--- config.mk ---
export PLATFORM = sky130hd
export DESIGN_NAME = tail_light_monitor
export DESIGN_NICKNAME = d
export VERILOG_FILES = /design/src/rtl/tail_light_monitor.sv
export SDC_FILE = /design/constraint.sdc
export NUM_CORES = 1
export LEC_CHECK = 0
export ABC_CLOCK_PERIOD_IN_PS = 2500
export CORE_UTILIZATION = 35
export DETAILED_ROUTE_END_ITERATION = 10
export GPL_ROUTABILITY_DRIVEN = 0
export GPL_TIMING_DRIVEN = 0
export SYNTH_ARGS = -nofsm -noshare
export SYNTH_HDL_FRONTEND = slang
export SYNTH_SLANG_ARGS = --single-unit
--- constraint.sdc ---
create_clock -name clk -period 2.5 [get_ports clk]
set_input_delay 0.5 -clock clk [delete_from_list [all_inputs] [get_ports clk]]
set_output_delay 0.5 -clock clk [all_outputs]
set_load 0.02 [all_outputs]
--- src/rtl/tail_light_monitor.sv ---
// rtl/tail_light_monitor.sv - passive checker/decoder for the six tail-light lamp lines
// Optional saturating error counter enabled by TAIL_LIGHT_MONITOR_ERRCNT_EN.
module tail_light_monitor #(
   parameter int CNT_W = 8
) (
   input  logic             clk,
   input  logic             reset,
   input  logic             la,
   input  logic             lb,
   input  logic             lc,
   input  logic             ra,
   input  logic             rb,
   input  logic             rc,
   input  logic             clr,
   output logic [2:0]       mode,
   output logic             mode_valid,
   output logic             err,
   output logic             err_sticky,
   output logic [CNT_W-1:0] err_count
);

   typedef enum logic [2:0] {
      M_IDLE        = 3'd0,
      M_LEFT        = 3'd1,
      M_RIGHT       = 3'd2,
      M_HAZARD      = 3'd3,
      M_BRAKE       = 3'd4,
      M_LEFT_BRAKE  = 3'd5,
      M_RIGHT_BRAKE = 3'd6,
      M_UNKNOWN     = 3'd7
   } mode_e;

   function automatic logic legal_code(input logic [2:0] c);
      return (c == 3'b000) || (c == 3'b100) || (c == 3'b110) || (c == 3'b111);
   endfunction

   // An illegal previous code makes every following step illegal.
   function automatic logic legal_trans(input logic [2:0] p, input logic [2:0] c);
      logic ok;
      ok = 1'b0;
      case (p)
         3'b000:  ok = (c == 3'b000) || (c == 3'b100) || (c == 3'b111);
         3'b100:  ok = (c == 3'b110) || (c == 3'b000);
         3'b110:  ok = (c == 3'b111) || (c == 3'b000);
         3'b111:  ok = (c == 3'b000) || (c == 3'b111);
         default: ok = 1'b0;
      endcase
      return ok;
   endfunction

   logic [2:0] l_prev_q, l_prev_d, r_prev_q, r_prev_d;
   logic       turn_l_q, turn_l_d, turn_r_q, turn_r_d;
   logic       rise_q, rise_d, hazard_q, hazard_d;
   mode_e      mode_q, mode_d;
   logic       valid_q, valid_d;
   logic       err_q, err_d;
   logic       sticky_q, sticky_d;

   logic [2:0] l_cur, r_cur;
   logic [5:0] prev6, cur6;
   logic       l_bad, r_bad, toggle;
   logic       l_hold111, r_hold111;

   always_comb begin
      l_cur     = {la, lb, lc};
      r_cur     = {ra, rb, rc};
      prev6     = {l_prev_q, r_prev_q};
      cur6      = {l_cur, r_cur};
      l_bad     = !legal_code(l_cur) || !legal_trans(l_prev_q, l_cur);
      r_bad     = !legal_code(r_cur) || !legal_trans(r_prev_q, r_cur);
      l_hold111 = (l_cur == 3'b111) && (l_prev_q == 3'b111);
      r_hold111 = (r_cur == 3'b111) && (r_prev_q == 3'b111);
      toggle    = ((prev6 == 6'h00) && (cur6 == 6'h3f)) || ((prev6 == 6'h3f) && (cur6 == 6'h00));

      l_prev_d = l_cur;
      r_prev_d = r_cur;

      turn_l_d = turn_l_q;
      if ((l_prev_q == 3'b000) && (l_cur == 3'b100)) turn_l_d = 1'b1;
      if ((l_prev_q == 3'b000) && (l_cur == 3'b000)) turn_l_d = 1'b0;
      if (l_bad) turn_l_d = 1'b0;

      turn_r_d = turn_r_q;
      if ((r_prev_q == 3'b000) && (r_cur == 3'b100)) turn_r_d = 1'b1;
      if ((r_prev_q == 3'b000) && (r_cur == 3'b000)) turn_r_d = 1'b0;
      if (r_bad) turn_r_d = 1'b0;

      // Hazard needs a full rise followed by a full fall; then persists on toggles.
      rise_d   = (prev6 == 6'h00) && (cur6 == 6'h3f);
      hazard_d = (hazard_q && toggle) || (rise_q && (cur6 == 6'h00));

      if (hazard_d)                                mode_d = M_HAZARD;
      else if (turn_l_d && r_hold111)              mode_d = M_LEFT_BRAKE;
      else if (turn_r_d && l_hold111)              mode_d = M_RIGHT_BRAKE;
      else if (turn_l_d && !turn_r_d)              mode_d = M_LEFT;
      else if (turn_r_d && !turn_l_d)              mode_d = M_RIGHT;
      else if (l_hold111 && r_hold111)             mode_d = M_BRAKE;
      else if ((cur6 == 6'h00) && !turn_l_d && !turn_r_d) mode_d = M_IDLE;
      else                                         mode_d = M_UNKNOWN;

      valid_d  = 1'b1;
      err_d    = l_bad || r_bad || (turn_l_d && turn_r_d);
      sticky_d = (clr ? 1'b0 : sticky_q) || err_d;
   end

   always_ff @(posedge clk or posedge reset) begin
      if (reset) begin
         l_prev_q <= 3'b000;
         r_prev_q <= 3'b000;
         turn_l_q <= 1'b0;
         turn_r_q <= 1'b0;
         rise_q   <= 1'b0;
         hazard_q <= 1'b0;
         mode_q   <= M_IDLE;
         valid_q  <= 1'b0;
         err_q    <= 1'b0;
         sticky_q <= 1'b0;
      end else begin
         l_prev_q <= l_prev_d;
         r_prev_q <= r_prev_d;
         turn_l_q <= turn_l_d;
         turn_r_q <= turn_r_d;
         rise_q   <= rise_d;
         hazard_q <= hazard_d;
         mode_q   <= mode_d;
         valid_q  <= valid_d;
         err_q    <= err_d;
         sticky_q <= sticky_d;
      end
   end

`ifdef TAIL_LIGHT_MONITOR_ERRCNT_EN
   logic [CNT_W-1:0] cnt_q, cnt_d, cnt_base;

   // clr zeroes the base first so a same-cycle violation still counts.
   always_comb begin
      cnt_base = clr ? '0 : cnt_q;
      cnt_d    = cnt_base;
      if (err_d && (cnt_base != {CNT_W{1'b1}})) cnt_d = cnt_base + CNT_W'(1);
   end

   always_ff @(posedge clk or posedge reset) begin
      if (reset) cnt_q <= '0;
      else       cnt_q <= cnt_d;
   end

   assign err_count = cnt_q;
`else
   assign err_count = '0;
`endif

   assign mode       = mode_q;
   assign mode_valid = valid_q;
   assign err        = err_q;
   assign err_sticky = sticky_q;

endmodule

==> Flow_metrics.wiki, run 1 <==
{| class="wikitable"
! Metric !! Value
|-
| Run status || completed
|-
| Synth warnings || 0
|-
| I/O pins || 23
|-
| Summed instance area of the synthesized netlist || 872 µm²
|-
| Count of clock tree sinks || 16
|-
| Antenna violations before repair || 0
|-
| Average detailed-routed wire length per instance || 10.9 µm
|-
| Worst Setup Slack, final || 0.325 ns
|-
| Worst slew margin relative to its limit || 60.1%
|-
| EDFF count, synth || 0
|-
| Power per cell area || 464 nW/µm²
|-
| Post-synthesis cell type with the largest combined area || sky130_fd_sc_hd__dfrtp_1
|-
| Overall via count from detail_route || 696
|-
| Post-synthesis share of cell area spent on full adders, half adders and majority gates || 0%
|-
| Layout cells sized above 1 || 19.8%
|-
| Max clock buf depth || 2
|-
| Number of maximum-capacitance constraint violations || 0
|-
| Largest delay contributor family on the critical path || simple AND/OR/NAND/NOR gates
|-
| Commonest cells in the netlist || 16 x sky130_fd_sc_hd__dfrtp_1, 8 x sky130_fd_sc_hd__buf_4, 8 x sky130_fd_sc_hd__nor2_1
|-
| Syn_area_per_cell || 10.1 µm²
|-
| Maximum resistive drop on vdd || 309 µV
|-
| Setup TNS after final layout || 0 ns
|-
| Crit Reg-Reg Endpoint || mode[2]$_DFF_PP0_
|-
| Sum of overflow across all layers after global routing || 0
|-
| Launch instance of the worst register-to-register path || l_prev_q[1]$_DFF_PP0_
|-
| CP peak stage delay || 0.51 ns
|-
| Register bit total from synthesis || 16
|-
| TritonRoute pass-1 iters || 4
|-
| First-pass GRT wire length || 2560 µm
|-
| Cell at the root of the clock tree || sky130_fd_sc_hd__clkbuf_4
|-
| Latest clock arrival within the worst-skew pair || 0.28 ns
|-
| H-Tree Level Count || 1
|-
| Width of the die || 51.9 µm
|-
| Port Buffers || 14
|-
| Clock period minus worst slack || 2.18 ns
|-
| Area of the die || 2700 µm²
|-
| Compound-Gate Fraction of Synth Area || 17.2%
|-
| Post-route insts no fill || 139
|-
| Most used DFF post-synth || sky130_fd_sc_hd__dfrtp_1
|-
| Critical path buffer and inverter count || 1
|-
| Number of cells in the design after placement || 135
|-
| Vias per inst || 5.01
|-
| Crit path depth || 7
|-
| CTS tree || done
|-
| Final Skew || 0.00520 ns
|-
| Number of remaining DRC errors || 0
|-
| Count of endpoints failing setup in the final report || 0
|-
| Cell with the most instances after synthesis || sky130_fd_sc_hd__dfrtp_1
|-
| Number of rows created at floorplan || 17
|-
| Actual transition at the worst max-transition pin || 0.598 ns
|-
| Depth of the worst register-to-register path || 6
|-
| Core Box Area || 2280 µm²
|-
| Syn-to-layout area delta || 27.3%
|-
| Clock transition at the registers of the reported paths || 0.09 ns
|-
| Cell with the biggest individual delay on the critical path || sky130_fd_sc_hd__clkdlybuf4s50_1
|-
| Multiplexer share of the synthesized area || 2.30%
|-
| Top cell type's share of synthesized area || 45.9%
|-
| Gate Count Post-Synth || 86
|-
| Data required time at the worst endpoint || 2.71 ns
|-
| RSZ-0062 raised after global routing || no
|-
| Crit. End Element || flip-flop
|-
| Worst slack at placement || 0.0247 ns
|-
| Main combinational cell family by area after synthesis || simple AND/OR/NAND/NOR gates
|-
| Total routing resource utilization after global routing || 13.0%
|-
| Classification of the worst setup path || input pin to flip-flop
|-
| Final number of hold-violating endpoints || 0
|-
| Layout Nets || 121
|-
| Crit Path Max Fanout || 7
|-
| Largest net degree at the start of global routing || 17
|-
| Crit path cell chain || clkdlybuf4s50_1 -> or3_1 -> or3_1 -> nor3_1 -> o21ai_1 -> nand2_2 -> o21bai_1
|-
| Die height || 51.9 µm
|-
| Library cell appearing most often on the critical path || sky130_fd_sc_hd__or3_1
|-
| Via count of the first global-routing pass || 587
|-
| Xor and xnor fraction of the mapped netlist area || 0%
|-
| Max-slew violations || 0
|-
| Hold buffer count at CTS || 0
|-
| Synth cell types || 37
|-
| Dominant cells by area after synthesis || sky130_fd_sc_hd__dfrtp_1 46%, sky130_fd_sc_hd__buf_4 6.9%, sky130_fd_sc_hd__nor2_1 3.4%
|-
| Antenna diode count || 0
|-
| DRC violation total after the first TritonRoute iteration || 12
|-
| Critical path origin || rc
|-
| Number of buffers inserted to repair setup after CTS || 0
|-
| Number of buffers inserted during clock tree synthesis || 3
|-
| Residual antenna-violating net count after detailed routing || 0
|-
| Nature of the critical path startpoint || input pin
|-
| Share of synthesized area occupied by flip-flops and latches || 45.9%
|-
| Leakage || 0.458 nW
|-
| Part of the cycle the worst path needs || 87.0%
|-
| Async SR Flop Fraction || 100%
|-
| Hold/Removal Path Class || flip-flop to flip-flop
|-
| Total Power || 0.515 mW
|-
| Final WL || 1520 µm
|-
| F_max || 460 MHz
|-
| Initial core utilization || 38.3%
|-
| Count of instances resized after the clock tree is built || 0
|-
| Flop-to-flop setup slack || 0.63 ns
|-
| Post-synthesis simple-gate area fraction || 25.5%
|-
| Setup crit end || mode[0]$_DFF_PP0_
|-
| Post-detailed-placement half-perimeter wirelength || 1150 µm
|-
| Arrival time at the worst endpoint || 2.38 ns
|}
[metrics by stage]
step	cell area [µm²]	hold slack, ns	util (%)
after global placement	1070	0.460	47.2
after CTS	1110	0.491	48.8
after floorplan	898	0.414	-
after global routing	1110	0.527	48.8
final	1110	0.487	48.8
after detailed placement	1070	0.469	47.2
[logic make-up (layout without fill, tap and decap cells)]
family / Yosys count / after routing
AND/OR/NAND/NOR: 38 / 38
AO/OA/AOI/OAI: 17 / 17
flip-flops: 16 / 16
buffers and inverters: 11 / 29
other: 2 / 9
multiplexers: 2 / 2
[placed cells by master (no fill, tap or decap), drive strengths merged]
cell           netlist  routed
clkbuf               0       4
buf                  8       8
nand2                4       4
a211o                1       1
and3b                1       1
a21boi               2       2
a21oi                4       4
and3                 2       2
a21o                 1       1
nor4                 1       1
nand4bb              1       1
a221oi               1       1
o21bai               1       1
o211ai               1       1
or2                  1       1
o32ai                2       2
clkdlybuf4s50        0      14
inv                  3       3
conb                 2       9
or3                  4       4
nor3                 5       5
nand4b               1       1
nand3                5       5
or4b                 1       1
nor2                10      10
nand3b               1       1
dfrtp               16      16
a211oi               1       1
nand4                1       1
o21ai                3       3
mux2i                2       2
[sequential cells by signal (all words and copies together), names as in the netlist]
name,count
l_prev_q,3
mode,3
r_prev_q,3
err,1
err_sticky,1
hazard_q,1
mode_valid,1
rise_q,1
turn_l_q,1
turn_r_q,1
[final cells by class]
type / instances / area [µm²]
Inverter: 3 / 11.3
Clock buffer: 4 / 36.3
Fill cell: 216 / 1170
Tap cell: 28 / 35.0
Buffer: 8 / 60.1
Timing Repair Buffer: 14 / 140
Sequential cell: 16 / 400
Multi-Input combinational cell: 66 / 427
[how the worst min path moves through the flow]
stage / depth (start not counted) / start / slack [ns] / endpoint
final: 1 / err_sticky$_DFF_PP0_ / 0.49 / err_sticky$_DFF_PP0_
after global routing: 1 / err_sticky$_DFF_PP0_ / 0.53 / err_sticky$_DFF_PP0_
after CTS: 1 / err_sticky$_DFF_PP0_ / 0.49 / err_sticky$_DFF_PP0_
after detailed placement: 1 / err_sticky$_DFF_PP0_ / 0.47 / err_sticky$_DFF_PP0_
after global placement: 1 / err_sticky$_DFF_PP0_ / 0.46 / err_sticky$_DFF_PP0_
after floorplan: 1 / reset / 0.41 / err$_DFF_PP0_
[report_power, final]
group / internal [mW] / switching [mW]
combinational: 0.0338 / 0.0418
sequential: 0.266 / 0.00612
clock: 0.0886 / 0.0789
total: 0.388 / 0.127
[per-layer routing]
metal	part of all wire, %	global-route usage, %
met3	8.2	3.22
met5	0	0
met4	1.4	6.76
met2	44	17.7
met1	46	18.5
Power figures use the tool's default switching activity.
==> run 2, diff against run 1 <==
Settings changed: ABC_AREA from default to 1, CORE_MARGIN from default to 2.
==> Flow_metrics.wiki, run 2 <==
{| class="wikitable"
! Metric !! Value
|-
| Run status || completed
|-
| Data required time at the worst endpoint || 2.72 ns
|-
| Residual antenna-violating net count after detailed routing || 0
|-
| Share of power burned in combinational logic || 15.7%
|-
| Arrival time at the worst endpoint || 1.98 ns
|-
| Setup TNS after final layout || 0 ns
|-
| Share of total power in the clock network || 27.9%
|-
| Most Crowded Layer GR || met2
|-
| Flop-to-flop setup slack || 1.02 ns
|-
| CP peak stage delay || 0.52 ns
|-
| Max clock buf depth || 2
|-
| Maximum resistive drop on vdd || 387 µV
|-
| Dominant cells by area after synthesis || sky130_fd_sc_hd__dfrtp_1 46%, sky130_fd_sc_hd__nand2_1 14%, sky130_fd_sc_hd__inv_1 7.3%
|-
| Die height || 53.9 µm
|-
| Antenna diode count || 0
|-
| Classification of the worst setup path || input pin to flip-flop
|-
| Most common cell after layout, fill and taps aside || sky130_fd_sc_hd__nand2_1
|-
| Count of clock tree sinks || 16
|-
| Psw || 0.126 mW
|-
| Port Buffers || 14
|-
| Most used DFF post-synth || sky130_fd_sc_hd__dfrtp_1
|-
| Cell at the root of the clock tree || sky130_fd_sc_hd__clkbuf_4
|-
| Gate Count Post-Synth || 117
|-
| Final Skew || 0.00459 ns
|-
| Post-detailed-placement half-perimeter wirelength || 1220 µm
|-
| Most frequent cells in the layout || 33 x sky130_fd_sc_hd__nand2_1, 17 x sky130_fd_sc_hd__inv_1, 16 x sky130_fd_sc_hd__dfrtp_1
|-
| I/O pins || 23
|-
| Actual transition at the worst max-transition pin || 0.610 ns
|-
| Worst hold path stage count || 2
|-
| Portion of total power attributed to sequential cells || 56.5%
|-
| Clock period minus worst slack || 1.77 ns
|-
| Post-synthesis cell type with the largest combined area || sky130_fd_sc_hd__dfrtp_1
|-
| Critical path buffer and inverter count || 4
|-
| Hold buffer count at CTS || 0
|-
| Depth of the worst register-to-register path || 10
|-
| Met1 layer usage reported by global route || 14.7%
|-
| TritonRoute pass-1 iters || 4
|-
| Leakage || 0.579 nW
|-
| Async SR Flop Fraction || 100%
|-
| Largest delay contributor family on the critical path || buffers and inverters
|-
| Core Box Area || 2410 µm²
|-
| Layout Nets || 152
|-
| Vias per inst || 4.35
|-
| Hold Path Origin || err_sticky$_DFF_PP0_
|-
| Syn-to-layout area delta || 26.0%
|-
| Part of the cycle the worst path needs || 70.7%
|-
| Initial core utilization || 36.1%
|-
| Worst slew margin relative to its limit || 59.3%
|-
| Register bit total from synthesis || 16
|-
| Antenna violations before repair || 0
|-
| Final number of hold-violating endpoints || 0
|-
| Number of buffers inserted during clock tree synthesis || 3
|-
| Final WL || 1550 µm
|-
| Max-slew violations || 0
|-
| Power per cell area || 437 nW/µm²
|-
| Global routing usage on met3 || 5.83%
|-
| Total routing resource utilization after global routing || 13.0%
|-
| Count of instances resized after the clock tree is built || 0
|-
| Launch instance of the worst register-to-register path || l_prev_q[1]$_DFF_PP0_
|-
| Hold/Removal Path Class || flip-flop to flip-flop
|-
| Overall via count from detail_route || 744
|-
| Width of the die || 53.9 µm
|-
| Commonest cells in the netlist || 33 x sky130_fd_sc_hd__nand2_1, 17 x sky130_fd_sc_hd__inv_1, 16 x sky130_fd_sc_hd__dfrtp_1
|-
| Endpoint with the worst hold slack || err_sticky$_DFF_PP0_
|-
| Switching portion of total power || 26.3%
|-
| First-pass GRT wire length || 2640 µm
|-
| Cell with the most instances after synthesis || sky130_fd_sc_hd__nand2_1
|-
| Crit path cell chain || clkdlybuf4s50_1 -> inv_1 -> nor2_2 -> nand2_1 -> nand3_1 -> nand2_1 -> nand2_1 -> nand2_2 -> inv_2 -> nand2_1 -> nand2_1 -> inv_1 -> a21oi_2
|-
| Cell with the biggest individual delay on the critical path || sky130_fd_sc_hd__clkdlybuf4s50_1
|-
| Sum of overflow across all layers after global routing || 0
|-
| Average detailed-routed wire length per instance || 9.07 µm
|-
| Number of rows created at floorplan || 18
|-
| Library cell appearing most often on the critical path || sky130_fd_sc_hd__nand2_1
|-
| Fill cell count || 237
|-
| Nature of the critical path startpoint || input pin
|-
| Latest clock arrival within the worst-skew pair || 0.28 ns
|-
| Largest net degree at the start of global routing || 17
|-
| H-Tree Level Count || 1
|-
| Area of the die || 2900 µm²
|-
| CTS tree || done
|-
| Final design utilization || 45.5%
|-
| Internal portion of total power || 0.354 mW
|-
| Number of maximum-capacitance constraint violations || 0
|-
| Number of buffers inserted to repair setup after CTS || 0
|-
| Crit. End Element || flip-flop
|-
| GR met2 Demand/Resource || 22.4%
|-
| Synth warnings || 0
|-
| Crit Reg-Reg Endpoint || mode[1]$_DFF_PP0_
|-
| Synth cell types || 18
|-
| Syn_area_per_cell || 7.44 µm²
|-
| F_max || 566 MHz
|-
| DRC violation total after the first TritonRoute iteration || 10
|-
| Top cell type's share of synthesized area || 46.0%
|-
| Clock transition at the registers of the reported paths || 0.09 ns
|-
| Via count of the first global-routing pass || 667
|-
| Count of endpoints failing setup in the final report || 0
|-
| Share of synthesized area occupied by flip-flops and latches || 46.0%
|-
| Layout cells sized above 1 || 16.3%
|-
| Number of remaining DRC errors || 0
|-
| Crit Path Max Fanout || 5
|-
| Summed instance area of the synthesized netlist || 871 µm²
|-
| RSZ-0062 raised after global routing || no
|-
| EDFF count, synth || 0
|}
==> run 2: cell type report <==
cell class	count	area, µm²	area share, %
Tap cell	30	37.5	3.42
Clock buffer	3	22.5	2.05
Sequential cell	16	400	36.5
Inverter	21	78.8	7.18
Multi-Input combinational cell	79	358	32.6
Buffer	8	60.1	5.47
Timing Repair Buffer	14	140	12.8
==> run 2: stage by stage <==
| stage | power, mW | setup slack, ns | cell area (µm²) | cells | hold slack, ns |
|---|---|---|---|---|---|
| 2_1_floorplan | 0.325 | 1.10 | 897 | 124 | 0.414 |
| 3_3_place_gp | 0.350 | 0.466 | 1070 | 168 | 0.512 |
| 3_5_place_dp | 0.351 | 0.449 | 1070 | 168 | 0.517 |
| 4_1_cts | 0.487 | 0.750 | 1100 | 171 | 0.531 |
| 5_1_grt | 0.505 | 0.585 | 1100 | 171 | 0.557 |
| 6_report | 0.480 | 0.733 | 1100 | 171 | 0.527 |
==> run 2: how the worst max path moves through the flow <==
stage	start	endpoint	slack (ns)	cells after the start
after CTS	err_sticky$_DFF_PP0_	err_sticky	0.75	1
after detailed placement	rc	mode[2]$_DFF_PP0_	0.45	13
after floorplan	lc	mode[1]$_DFF_PP0_	1.10	12
final	rc	mode[2]$_DFF_PP0_	0.73	13
after global routing	lc	mode[1]$_DFF_PP0_	0.59	13
after global placement	la	mode[1]$_DFF_PP0_	0.47	12
==> run 2: cell families after synthesis <==
logic type | Yosys count | share of synthesized area (%)
AOI/OAI and AO/OA | 10 | 6.47
and+or+nand+nor | 60 | 30.7
DFF | 16 | 46.0
buffers and inverters | 29 | 15.9
other | 2 | 0.862
==> run 2: power groups by stage <==
stage / logic (mW) / clock network [mW] / registers (mW)
2_1_floorplan: 0.0470 / 0 / 0.278
3_3_place_gp: 0.0745 / 0 / 0.276
3_5_place_dp: 0.0751 / 0 / 0.276
4_1_cts: 0.0754 / 0.141 / 0.271
5_1_grt: 0.0835 / 0.149 / 0.272
6_report: 0.0751 / 0.134 / 0.271
==> run 2: layer usage <==
layer,vias up,share of wire (%)
met4,0,0.84
li1,388,-
met5,-,0
met1,338,46
met2,16,48
met3,2,5.4
==> run 2: worst reg2reg max path, cell delays in order, from the launching register on <==
cell	delay, ns
sky130_fd_sc_hd__dfrtp_1	0.43
sky130_fd_sc_hd__nor3_2	0.26
sky130_fd_sc_hd__nand3_1	0.11
sky130_fd_sc_hd__nand2_1	0.14
sky130_fd_sc_hd__nand2_2	0.09
sky130_fd_sc_hd__inv_2	0.06
sky130_fd_sc_hd__nand2_1	0.08
sky130_fd_sc_hd__nand3_1	0.09
sky130_fd_sc_hd__nand2_1	0.05
sky130_fd_sc_hd__nand2_1	0.05
sky130_fd_sc_hd__nand2_1	0.04
